`src/rtl/muldiv_seq_if.sv`:
```
// Handshake and data bus between the EX stage and the M-extension sequencer.
interface muldiv_seq_if #(
  parameter int XLEN = 32
);
  logic            start_i;
  logic [2:0]      op_i;
  logic [XLEN-1:0] rs1_data_i;
  logic [XLEN-1:0] rs2_data_i;
  logic            flush_i;
  logic            stall_o;
  logic            done_o;
  logic [XLEN-1:0] result_o;

  // Pipeline side: issues the op and consumes stall/result
  modport master (
    output start_i, op_i, rs1_data_i, rs2_data_i, flush_i,
    input  stall_o, done_o, result_o
  );

  // Sequencer side
  modport slave (
    input  start_i, op_i, rs1_data_i, rs2_data_i, flush_i,
    output stall_o, done_o, result_o
  );
endinterface

```
`src/rtl/muldiv_seq.sv`:
```
// RV32M execute-stage sequencer: 32-iteration shift-add multiply and
// restoring divide on operand magnitudes, with a sign fixup step and a
// fast path for divide-by-zero and signed divide overflow.
module muldiv_seq #(
  parameter int XLEN = 32
) (
  input  logic         clk,
  input  logic         rst_n,
  muldiv_seq_if.slave  bus
);

  typedef enum logic [2:0] {IDLE, MUL, DIV, FIXUP, DONE} state_t;

  state_t          state;
  logic [5:0]      cnt;
  logic [2:0]      op;
  logic            neg1;
  logic            neg2;
  logic            done;
  logic [XLEN-1:0] result;

  // Datapath: hi/lo form the 64-bit product accumulator for multiply,
  // and the {remainder, quotient} pair for divide. opa holds the
  // multiplicand or the divisor magnitude.
  logic [XLEN-1:0] hi;
  logic [XLEN-1:0] lo;
  logic [XLEN-1:0] opa;

  logic            sgn1;
  logic            sgn2;
  logic            div_zero;
  logic            div_ovf;
  logic            accept;
  logic [XLEN:0]   mul_sum;
  logic [XLEN:0]   rem_shift;
  logic [XLEN:0]   diff;
  logic [XLEN-1:0] fix_result;

  function automatic logic [XLEN-1:0] magnitude(input logic [XLEN-1:0] x,
                                                input logic sgn);
    return (sgn && x[XLEN-1]) ? (~x + XLEN'(1)) : x;
  endfunction

  function automatic logic [XLEN-1:0] negate(input logic [XLEN-1:0] x,
                                             input logic en);
    return en ? (~x + XLEN'(1)) : x;
  endfunction

  function automatic logic [2*XLEN-1:0] negate_wide(input logic [2*XLEN-1:0] x,
                                                    input logic en);
    return en ? (~x + (2*XLEN)'(1)) : x;
  endfunction

  // Operand signedness, fast-path detection and acceptance of a new op
  always_comb begin
    sgn1     = !((bus.op_i == 3'b011) || (bus.op_i == 3'b101) || (bus.op_i == 3'b111));
    sgn2     = sgn1 && (bus.op_i != 3'b010);
    div_zero = bus.op_i[2] && (bus.rs2_data_i == '0);
    div_ovf  = bus.op_i[2] && !bus.op_i[0] &&
               (bus.rs1_data_i == {1'b1, {(XLEN-1){1'b0}}}) &&
               (bus.rs2_data_i == '1);
    accept   = (state == IDLE) && bus.start_i && !bus.flush_i;
  end

  // One iteration step for each algorithm, plus the sign-corrected result
  always_comb begin
    logic [2*XLEN-1:0] prod;
    mul_sum    = {1'b0, hi} + {1'b0, (lo[0] ? opa : '0)};
    rem_shift  = {hi, lo[XLEN-1]};
    diff       = rem_shift - {1'b0, opa};
    prod       = negate_wide({hi, lo}, neg1 ^ neg2);
    fix_result = '0;
    if (!op[2]) begin
      fix_result = (op[1:0] == 2'b00) ? prod[XLEN-1:0] : prod[2*XLEN-1:XLEN];
    end else begin
      fix_result = op[1] ? negate(hi, neg1) : negate(lo, neg1 ^ neg2);
    end
  end

  // Control FSM with registered done/result; flush overrides everything
  always_ff @(posedge clk or negedge rst_n) begin
    if (!rst_n) begin
      state  <= IDLE;
      cnt    <= '0;
      done   <= 1'b0;
      result <= '0;
      op     <= '0;
      neg1   <= 1'b0;
      neg2   <= 1'b0;
    end else begin
      done <= 1'b0;
      if (bus.flush_i) begin
        state <= IDLE;
      end else begin
        case (state)
          IDLE: begin
            if (bus.start_i) begin
              op   <= bus.op_i;
              neg1 <= sgn1 && bus.rs1_data_i[XLEN-1];
              neg2 <= sgn2 && bus.rs2_data_i[XLEN-1];
              cnt  <= '0;
              if (div_zero) begin
                result <= bus.op_i[1] ? bus.rs1_data_i : '1;
                done   <= 1'b1;
                state  <= DONE;
              end else if (div_ovf) begin
                result <= bus.op_i[1] ? '0 : bus.rs1_data_i;
                done   <= 1'b1;
                state  <= DONE;
              end else begin
                state <= bus.op_i[2] ? DIV : MUL;
              end
            end
          end
          MUL, DIV: begin
            cnt <= cnt + 6'd1;
            if (cnt == 6'd31) state <= FIXUP;
          end
          FIXUP: begin
            result <= fix_result;
            done   <= 1'b1;
            state  <= DONE;
          end
          DONE:    state <= IDLE;
          default: state <= IDLE;
        endcase
      end
    end
  end

  // Iteration datapath: load magnitudes on accept, then shift-add or restoring step
  always_ff @(posedge clk) begin
    if (accept) begin
      hi  <= '0;
      lo  <= bus.op_i[2] ? magnitude(bus.rs1_data_i, sgn1) : magnitude(bus.rs2_data_i, sgn2);
      opa <= bus.op_i[2] ? magnitude(bus.rs2_data_i, sgn2) : magnitude(bus.rs1_data_i, sgn1);
    end else if (state == MUL) begin
      hi <= mul_sum[XLEN:1];
      lo <= {mul_sum[0], lo[XLEN-1:1]};
    end else if (state == DIV) begin
      if (!diff[XLEN]) begin
        hi <= diff[XLEN-1:0];
        lo <= {lo[XLEN-2:0], 1'b1};
      end else begin
        hi <= rem_shift[XLEN-1:0];
        lo <= {lo[XLEN-2:0], 1'b0};
      end
    end
  end

  assign bus.stall_o  = rst_n && (accept || (state == MUL) || (state == DIV) || (state == FIXUP));
  assign bus.done_o   = done;
  assign bus.result_o = result;

endmodule

```
`src/flat_wrapper.sv`:
```
// flat-port wrapper written by rule: the top's interface ports become plain ports
module muldiv_seq_flat 
#(
  parameter int XLEN = 32
)
  (clk, rst_n, bus_start_i, bus_op_i, bus_rs1_data_i, bus_rs2_data_i, bus_flush_i, bus_stall_o, bus_done_o, bus_result_o);
  muldiv_seq_if #(.XLEN(XLEN)) bus_i ();
  input  logic clk;
  input  logic rst_n;
  input wire logic [$bits(bus_i.start_i)-1:0] bus_start_i;
  input wire logic [$bits(bus_i.op_i)-1:0] bus_op_i;
  input wire logic [$bits(bus_i.rs1_data_i)-1:0] bus_rs1_data_i;
  input wire logic [$bits(bus_i.rs2_data_i)-1:0] bus_rs2_data_i;
  input wire logic [$bits(bus_i.flush_i)-1:0] bus_flush_i;
  output wire logic [$bits(bus_i.stall_o)-1:0] bus_stall_o;
  output wire logic [$bits(bus_i.done_o)-1:0] bus_done_o;
  output wire logic [$bits(bus_i.result_o)-1:0] bus_result_o;
  assign bus_i.start_i = bus_start_i;
  assign bus_i.op_i = bus_op_i;
  assign bus_i.rs1_data_i = bus_rs1_data_i;
  assign bus_i.rs2_data_i = bus_rs2_data_i;
  assign bus_i.flush_i = bus_flush_i;
  assign bus_stall_o = bus_i.stall_o;
  assign bus_done_o = bus_i.done_o;
  assign bus_result_o = bus_i.result_o;
  muldiv_seq #(.XLEN(XLEN)) u_core (.clk(clk), .rst_n(rst_n), .bus(bus_i));
endmodule
```
`config.mk`:
```
export PLATFORM = sky130hd
export DESIGN_NAME = muldiv_seq_flat
export DESIGN_NICKNAME = d
export VERILOG_FILES = /design/src/rtl/muldiv_seq_if.sv /design/src/rtl/muldiv_seq.sv /design/src/flat_wrapper.sv
export SDC_FILE = /design/constraint.sdc
export NUM_CORES = 1
export LEC_CHECK = 0
export CAP_MARGIN = 15
export CELL_PAD_IN_SITES_DETAIL_PLACEMENT = 0
export CELL_PAD_IN_SITES_GLOBAL_PLACEMENT = 2
export CORE_ASPECT_RATIO = 1.2
export CORE_UTILIZATION = 39
export CTS_BUF_LIST = sky130_fd_sc_hd__clkbuf_4 sky130_fd_sc_hd__clkbuf_8
export DETAILED_ROUTE_END_ITERATION = 12
export HOLD_SLACK_MARGIN = 0.06
export MAX_ROUTING_LAYER = met4
export PLACE_DENSITY = 0.95
export SYNTH_ARGS = -nofsm -noshare
export SYNTH_HDL_FRONTEND = slang
export SYNTH_SLANG_ARGS = --single-unit
export TNS_END_PERCENT = 50
```
`constraint.sdc`:
```
create_clock -name clk -period 6.65 [get_ports clk]
set_input_delay 1.33 -clock clk [delete_from_list [all_inputs] [get_ports clk]]
set_output_delay 1.33 -clock clk [all_outputs]
set_load 0.005 [all_outputs]
```
==> summary.md, run 1 <==
| Metric | Value |
|---|---|
| Reg power frac | 26.4% |
| Mean post-synth cell area | 7.47 um^2 |
| Worst setup EP type | register |
| Status | completed |
| Dominant cell type by area after synthesis | edfxtp_1 |
| Die area | 39200 um^2 |
| Fin. max-slew vios | 0 |
| Tot GR Track Use | 29.8% |
| CP max stage cell | or4_1 |
| Worst reg2reg startpoint | u_core.lo[31] |
| Met1 WL | 23.7 mm |
| Final worst path period share | 74.5% |
| Grt ovf | 0 |
| CP peak stage delay | 0.63 ns |
| H-tree levels | 4 |
| Core Region | 37800 um^2 |
| Post-CTS resize count | 0 |
| Final hold vios | 0 |
| Routed Antenna Nets | 0 |
| Combinational Power Share | 63.9% |
| Number of port buffers | 104 |
| Initial DRC count | 1521 |
| CTS Hold Bufs | 0 |
| Largest cells by area after synthesis | edfxtp_1 (13%), dfrtp_1 (7.9%), nand2_1 (6.9%) |
| Int Power | 0.00344 W |
| Row count | 78 |
| Worst Path Required | 7.06 ns |
| FF-to-FF setup slack | 1.73 ns |
| Nets@finish | 2152 |
| Sw Share | 52.4% |
| Via/cell ratio | 6.11 |
| Critical Path, Cell by Cell | clkdlybuf4s50_1 > or4_1 > nor4b_4 > nand3b_1 > nor3_2 > a32o_1 > a31oi_1 > nand2b_4 > inv_1 > mux2_2 |
| Die H | 217 um |
| Worst-Margin Slew | 0.965 ns |
| Root Buffer | clkbuf_8 |
| Mapped Cells | 2004 |
| Tot Pwr | 0.00723 W |
| CTS Buffer Depth | 2 |
| Crit-path max FO | 47 |
| Vias in the first global route | 14528 |
| Most common cell in the netlist | nand2_1 |
| Final Non-Filler Cells | 2504 |
| Fmax | 202 MHz |
| Crit path from | bus_rs1_data_i[4] |
| Antenna violations before repair | 1 |
| Buffers plus inverters on the worst setup path | 2 |
| Worst Hold Class | register to register |
| Cells on worst reg2reg path | 14 |
| Minimum clock period | 4.96 ns |
| Startpoint Class | input port |
| Critical R2R Capture | u_core.hi[2] |
| Crit path to | u_core.bus.result_o[2] |
| Setup Fix Bufs, Post-CTS | 0 |
| Worst endpoint data arrival time | 5.36 ns |
| Number of CTS-inserted buffers | 17 |
| Yosys warning count | 0 |
| P_leak | 6.54 nW |
| I/O pins | 105 |
| Synth cell types | 82 |
| Crit path max-delay family | simple AND/OR/NAND/NOR gates |
| Psw | 0.00379 W |
| Met2 WL post-DR | 27.2 mm |
| DRC | 0 |
| Max Cap Viol | 0 |
| Synth Cell Area | 15000 um^2 |
| Setup-failing EPs final | 0 |
| Async S/R FF share, synth | 32.9% |
| Slew headroom | 35.3% |
| Largest net degree at the start of global routing | 83 |
| Predominant post-synthesis flop cell | edfxtp_1 |
| Starting Density | 39.6% |
| Routed len/inst | 22.6 um |
| Clk sinks | 143 |
| # fillers | 3843 |
| Top routing layer used | met4 |
| Routed length on met3 | 3.00 mm |
| Clock skew | 0.0160 ns |
| First-pass GRT wire length | 86.9 mm |
| CP Depth | 10 |
| Clk_lat worst skew | 0.52 ns |
| Placed cell count | 2470 |
| DP HPWL | 44.2 mm |
| Syn_nets | 2147 |
| CP Class | input port to register |
| Routability cong. | 0.975 |
| TritonCTS clock tree | built |
| Sequential fraction of the synthesis area | 25.0% |
| RSZ-0062 raised after global routing | false |
| Pre-Repair DR Iteration Count | 6 |
| Final WL | 56.7 mm |
| Vias | 15304 |
| Clock Power Share | 9.7% |
| Flops & latches, synth | 143 |
| Die X | 181 um |
| Ratio of cells with drive above 1 in the final layout | 4.80% |
| TNS Setup | 0 ns |
| PD cells | 435 nW/um^2 |
| Area growth syn-to-layout | 10.9% |
| VDD IR max | 169 uV |
| Yosys top cell area share | 12.8% |
| Clock-pin slew on the worst setup and hold paths | 0.09 ns |
| Top cells by count, synth | nand2_1 (274), nor2_1 (197), a21oi_1 (186) |
| Number of synthesized flops with an enable pin | 64 |
power groups by stage:
stage	clock network, W	logic, W	registers [W]
final	0.000705	0.00462	0.00191
after global placement	0	0.00451	0.00190
after global routing	0.000748	0.00506	0.00195
after floorplan	0	0.00341	0.00156
after CTS	0.000713	0.00457	0.00189
after detailed placement	0	0.00453	0.00191
flip-flops by register name, summed over array words and instances, names as in the netlist:
| signal | flops |
|---|---|
| u_core.bus.result_o | 32 |
| u_core.hi | 32 |
| u_core.lo | 32 |
| u_core.opa | 32 |
| u_core.cnt | 6 |
| u_core.op | 3 |
| u_core.state | 3 |
| u_core.bus.done_o | 1 |
| u_core.neg1 | 1 |
| u_core.neg2 | 1 |
final cells by class:
cell class,instances,area [um^2],area share [%]
timing repair buffer,128,1210,7.29
multi-input combinational,1651,10400,62.8
inverter,68,255,1.54
clock inverter,15,140,0.844
tap,480,601,3.62
antenna,2,5.00,0.0301
sequential,143,3740,22.5
clock buffer,17,234,1.41
logic make-up (layout without fill, tap and decap cells):
| family | Yosys count | in the layout | synth area share, % |
|---|---|---|---|
| adder cells (fa/ha/maj) | 72 | 72 | 6.12 |
| flip-flops | 143 | 143 | 25.0 |
| multiplexers | 55 | 55 | 3.70 |
| buffers and inverters | 210 | 228 | 5.72 |
| AO/OA/AOI/OAI | 629 | 629 | 26.5 |
| XOR/XNOR | 185 | 185 | 10.8 |
| other | 0 | 2 | 0 |
| AND/OR/NAND/NOR | 710 | 710 | 22.1 |
worst reg2reg max path, delay by kind of cell (launching register included):
kind | cells | cell delay, ns
compound gates | 7 | 1.90
xor+xnor | 1 | 0.77
fa+ha+maj | 2 | 0.66
buf+inv | 2 | 0.59
flops | 1 | 0.60
simple gates | 2 | 0.27
how the worst min path moves through the flow:
stage / from / endpoint / slack [ns] / cells after the start
2_1_floorplan: u_core.bus.result_o[0] / u_core.bus.result_o[0] / 0.47 / 2
3_3_place_gp: u_core.bus.result_o[6] / u_core.bus.result_o[6] / 0.47 / 2
3_5_place_dp: u_core.bus.result_o[6] / u_core.bus.result_o[6] / 0.48 / 2
4_1_cts: u_core.bus.result_o[6] / u_core.bus.result_o[6] / 0.50 / 2
5_1_grt: u_core.bus.result_o[22] / u_core.bus.result_o[22] / 0.53 / 2
6_report: u_core.bus.result_o[6] / u_core.bus.result_o[6] / 0.50 / 2
per-layer routing:
metal	vias to the layer above	GRT usage [%]
met3	114	3.24
met1	7319	35.9
met4	0	14.9
met2	607	49.5
li1	7264	-
met5	-	-
stage by stage:
step | hold WS [ns] | util [%] | cell area (um^2) | setup WS, ns
4_1_cts | 0.498 | 44.0 | 16600 | 1.73
5_1_grt | 0.526 | 44.0 | 16600 | 1.42
3_5_place_dp | 0.477 | 43.0 | 16200 | 1.19
2_1_floorplan | 0.473 | - | 15000 | 2.80
3_3_place_gp | 0.468 | 43.0 | 16200 | 1.23
6_report | 0.498 | 44.0 | 16600 | 1.69
cell usage in the layout (no fill, tap or decap), types with 13 or more instances in the layout:
cell             Yosys  layout
a31oi_1             59      59
o41ai_1             14      14
xor2_1              86      84
nand3_1             27      26
nand2_1            274     274
nor2_1             197     195
a211oi_1            18      18
o22ai_1             13      13
dfrtp_1             47      47
o221ai_1            22      22
nor4_1              17      17
a21o_1              34      34
mux2i_1             52      52
xnor2_1             99      97
buf_4                4      24
nand2b_1            23      23
dfxtp_1             32      32
o211ai_1            16      16
edfxtp_1            64      64
a21oi_1            186     186
clkbuf_8             0      17
ha_1                70      70
o31ai_1             21      21
nor2b_1             14      14
or3_1               16      15
nand4_1             17      17
nor3_1              52      52
inv_1               67      66
o21ai_0            136     136
clkdlybuf4s50_1      0     102
Power figures use the tool's default switching activity.
==> run 2, diff against run 1 <==
CORE_UTILIZATION = 33   (was 39)
PLACE_DENSITY = 0.91   (was 0.95)
clock period = 4.3 ns   (was 6.65 ns; I/O delays follow)
==> run 2 against run 1 <==
Net effect:
- global-route usage down 4.0 points
- clock skew up 0.0028 ns
- hold slack lost 0.025 ns
- routed wire length grew 2.9%
- via count rose by 1.6%
- critical path type is now register to register
==> summary.md, run 2 (same netlist as run 1, synthesis figures left out) <==
| Metric | Value |
|---|---|
| Status | completed |
| Multi-input gate area | 10400 um^2 (unchanged) |
| Core Region | 44800 um^2 (+19%) |
| Startpoint Class | register |
| Final worst path period share | 90.3% |
| Crit path to | u_core.hi[7] |
| Pre-Repair DR Iteration Count | 5 (-1) |
| Antenna fix cells | 0 (-2) |
| Worst-Margin Slew | 0.971 ns (+0.00585 ns) |
| Critical Path, Cell by Cell | inv_1 > fa_1 > nand2b_1 > a21oi_1 > o21ai_1 > a21oi_1 > a41o_1 > a221oi_2 > xnor2_2 > buf_4 > o21ai_1 > a221oi_1 |
| DP HPWL | 46.2 mm (+4.5%) |
| CP max stage cell | dfxtp_1 |
| CTS Buffer Depth | 2 (unchanged) |
| Sequential Area | 3740 um^2 (unchanged) |
| Clock-pin slew on the worst setup and hold paths | 0.09 ns (about the same) |
| Root Buffer | clkbuf_8 |
| Clk_lat worst skew | 0.51 ns (about the same) |
| Worst endpoint data arrival time | 4.29 ns (-1.07 ns) |
| Final Non-Filler Cells | 2705 (+8.0%) |
| Slew headroom | 35.3% (about the same) |
| Vias in the first global route | 14838 (+2.1%) |
| DRC | 0 (unchanged) |
| Gr busiest metal | met2 |
| Row count | 85 (+9.0%) |
| Worst Path Required | 4.71 ns (-2.35 ns) |
| CTS Hold Bufs | 0 (unchanged) |
| Die area | 46200 um^2 (+18%) |
| Number of port buffers | 104 (unchanged) |
| VDD IR max | 227 uV (+34%) |
| Crit-path max FO | 20 (-57%) |
| H-tree levels | 4 (unchanged) |
| Initial DRC count | 1408 (-7.4%) |
| TNS Setup | 0 ns (unchanged) |
| Vias | 15550 (+1.6%) |
| Die X | 196 um (+8.6%) |
| Clock skew | 0.0188 ns (+0.00281 ns) |
| CP peak stage delay | 0.59 ns (-0.04 ns) |
| Clk sinks | 143 (unchanged) |
| Most frequent cells in the layout | nand2_1 (274), nor2_1 (195), a21oi_1 (186), o21ai_0 (136), clkdlybuf4s50_1 (102) |
| Final hold vios | 0 (unchanged) |
| Critical R2R Capture | u_core.hi[7] |
| Setup WS pre-CTS | 0.148 ns (-1.04 ns) |
| Final WL | 58.4 mm (+2.9%) |
| Worst reg2reg startpoint | u_core.hi[0] |
| GRT met1 Usage | 31.3% (-4.5 points) |
| Cells on worst reg2reg path | 12 (-2) |
| Crit path from | u_core.hi[0] |
| Fmax | 257 MHz |
| Number of CTS-inserted buffers | 17 (unchanged) |
| Grt ovf | 0 (unchanged) |
| # fillers | 4717 (+23%) |
| Area growth syn-to-layout | 16.1% |
| TritonCTS clock tree | built |
| Worst Hold Class | input port to asynchronous set/reset pin |
| Setup ws final | 0.416 ns (-1.28 ns) |
| First-pass GRT wire length | 88.8 mm (+2.2%) |
| Antenna violations before repair | 0 (-1) |
| Routability cong. | 0.962 (-1.4%) |
| Nets@finish | 2226 (+3.4%) |
| Setup-failing EPs final | 0 (unchanged) |
| Routed Antenna Nets | 0 (unchanged) |
| RSZ-0062 raised after global routing | false |
| I/O pins | 105 (unchanged) |
| Ratio of cells with drive above 1 in the final layout | 8.11% (+3.3 points) |
| Tot GR Track Use | 25.9% (-4.0 points) |
| Placed cell count | 2673 (+8.2%) |
| Met3 GRT Util | 2.68% (-0.56 points) |
| Via/cell ratio | 5.75 (-5.9%) |
| M2 GR Usage | 42.1% (-7.4 points) |
| P_leak | 6.92 nW (+5.8%) |
| Commonest non-fill, non-tap cell in the layout | nand2_1 |
| Minimum clock period | 3.88 ns |
| Setup Fix Bufs, Post-CTS | 0 (unchanged) |
| Fin. max-slew vios | 0 (unchanged) |
| Routed len/inst | 21.6 um (-4.7%) |
| Post-CTS resize count | 0 (unchanged) |
| Largest net degree at the start of global routing | 83 (unchanged) |
| Starting Density | 33.4% (-6.2 points) |
| PD cells | 663 nW/um^2 (+52%) |
| Die H | 235 um (+8.6%) |
| Worst setup EP type | register |
| CP Class | register to register |
| Max Cap Viol | 0 (unchanged) |
| FF-to-FF setup slack | 0.42 ns (-1.31 ns) |
## run 2: changes by cell type in the layout (fill, tap and decap cells not counted), sizes merged
cell      before  now
inv           79   72
clkinv         2    7
clkinvlp       2    1
diode          2    0
bufinv         0    1
clkbuf        17   19
buf           26  100
## run 2: through the flow
stage / util, % / instance area [um^2] / total power, W / hold slack [ns]
6_report: 38.8 / 17400 / 0.0115 / 0.473
5_1_grt: 38.8 / 17400 / 0.0123 / 0.513
4_1_cts: 38.8 / 17400 / 0.0114 / 0.468
3_5_place_dp: 38.0 / 17000 / 0.0103 / 0.491
3_3_place_gp: 37.9 / 17000 / 0.0102 / 0.491
2_1_floorplan: - / 15000 / 0.00769 / 0.473
## run 2: worst min path at each step
| stage | endpoint | from | slack [ns] |
|---|---|---|---|
| floorplan | u_core.bus.result_o[0] | u_core.bus.result_o[0] | 0.47 |
| global placement | u_core.bus.result_o[6] | u_core.bus.result_o[6] | 0.49 |
| detailed placement | u_core.bus.result_o[6] | u_core.bus.result_o[6] | 0.49 |
| CTS | u_core.bus.result_o[20] | rst_n | 0.47 |
| global route | u_core.cnt[5] | rst_n | 0.51 |
| finish | u_core.cnt[3] | rst_n | 0.47 |
## run 2: layout make-up
class / instances / area share, %
inverter: 68 / 1.47
sequential: 143 / 21.5
clock inverter: 13 / 0.749
multi-input combinational: 1651 / 60.0
tap: 609 / 4.39
clock buffer: 19 / 1.43
timing repair buffer: 202 / 10.5
## run 2: power breakdown
group / total [W] / leakage, nW / internal (W) / switching, W
combinational: 0.00770 / 5.25 / 0.00312 / 0.00458
sequential: 0.00272 / 1.48 / 0.00201 / 0.000712
clock: 0.00110 / 0.193 / 0.000481 / 0.000615
## run 2: routing by layer
layer,vias up,part of all wire (%)
li1,7399,-
met2,630,47
met3,126,5.6
met5,-,0
met4,0,5.7
met1,7395,41
## run 2: worst max-delay path, delay by kind of cell (launching register included)
kind / cells / cell delay (ns)
AOI/OAI and AO/OA: 7 / 1.69
xor gates and xnor gates: 1 / 0.37
adders and majority gates: 1 / 0.44
buffers and inverters: 2 / 0.50
DFF: 1 / 0.59
and+or+nand+nor: 1 / 0.19
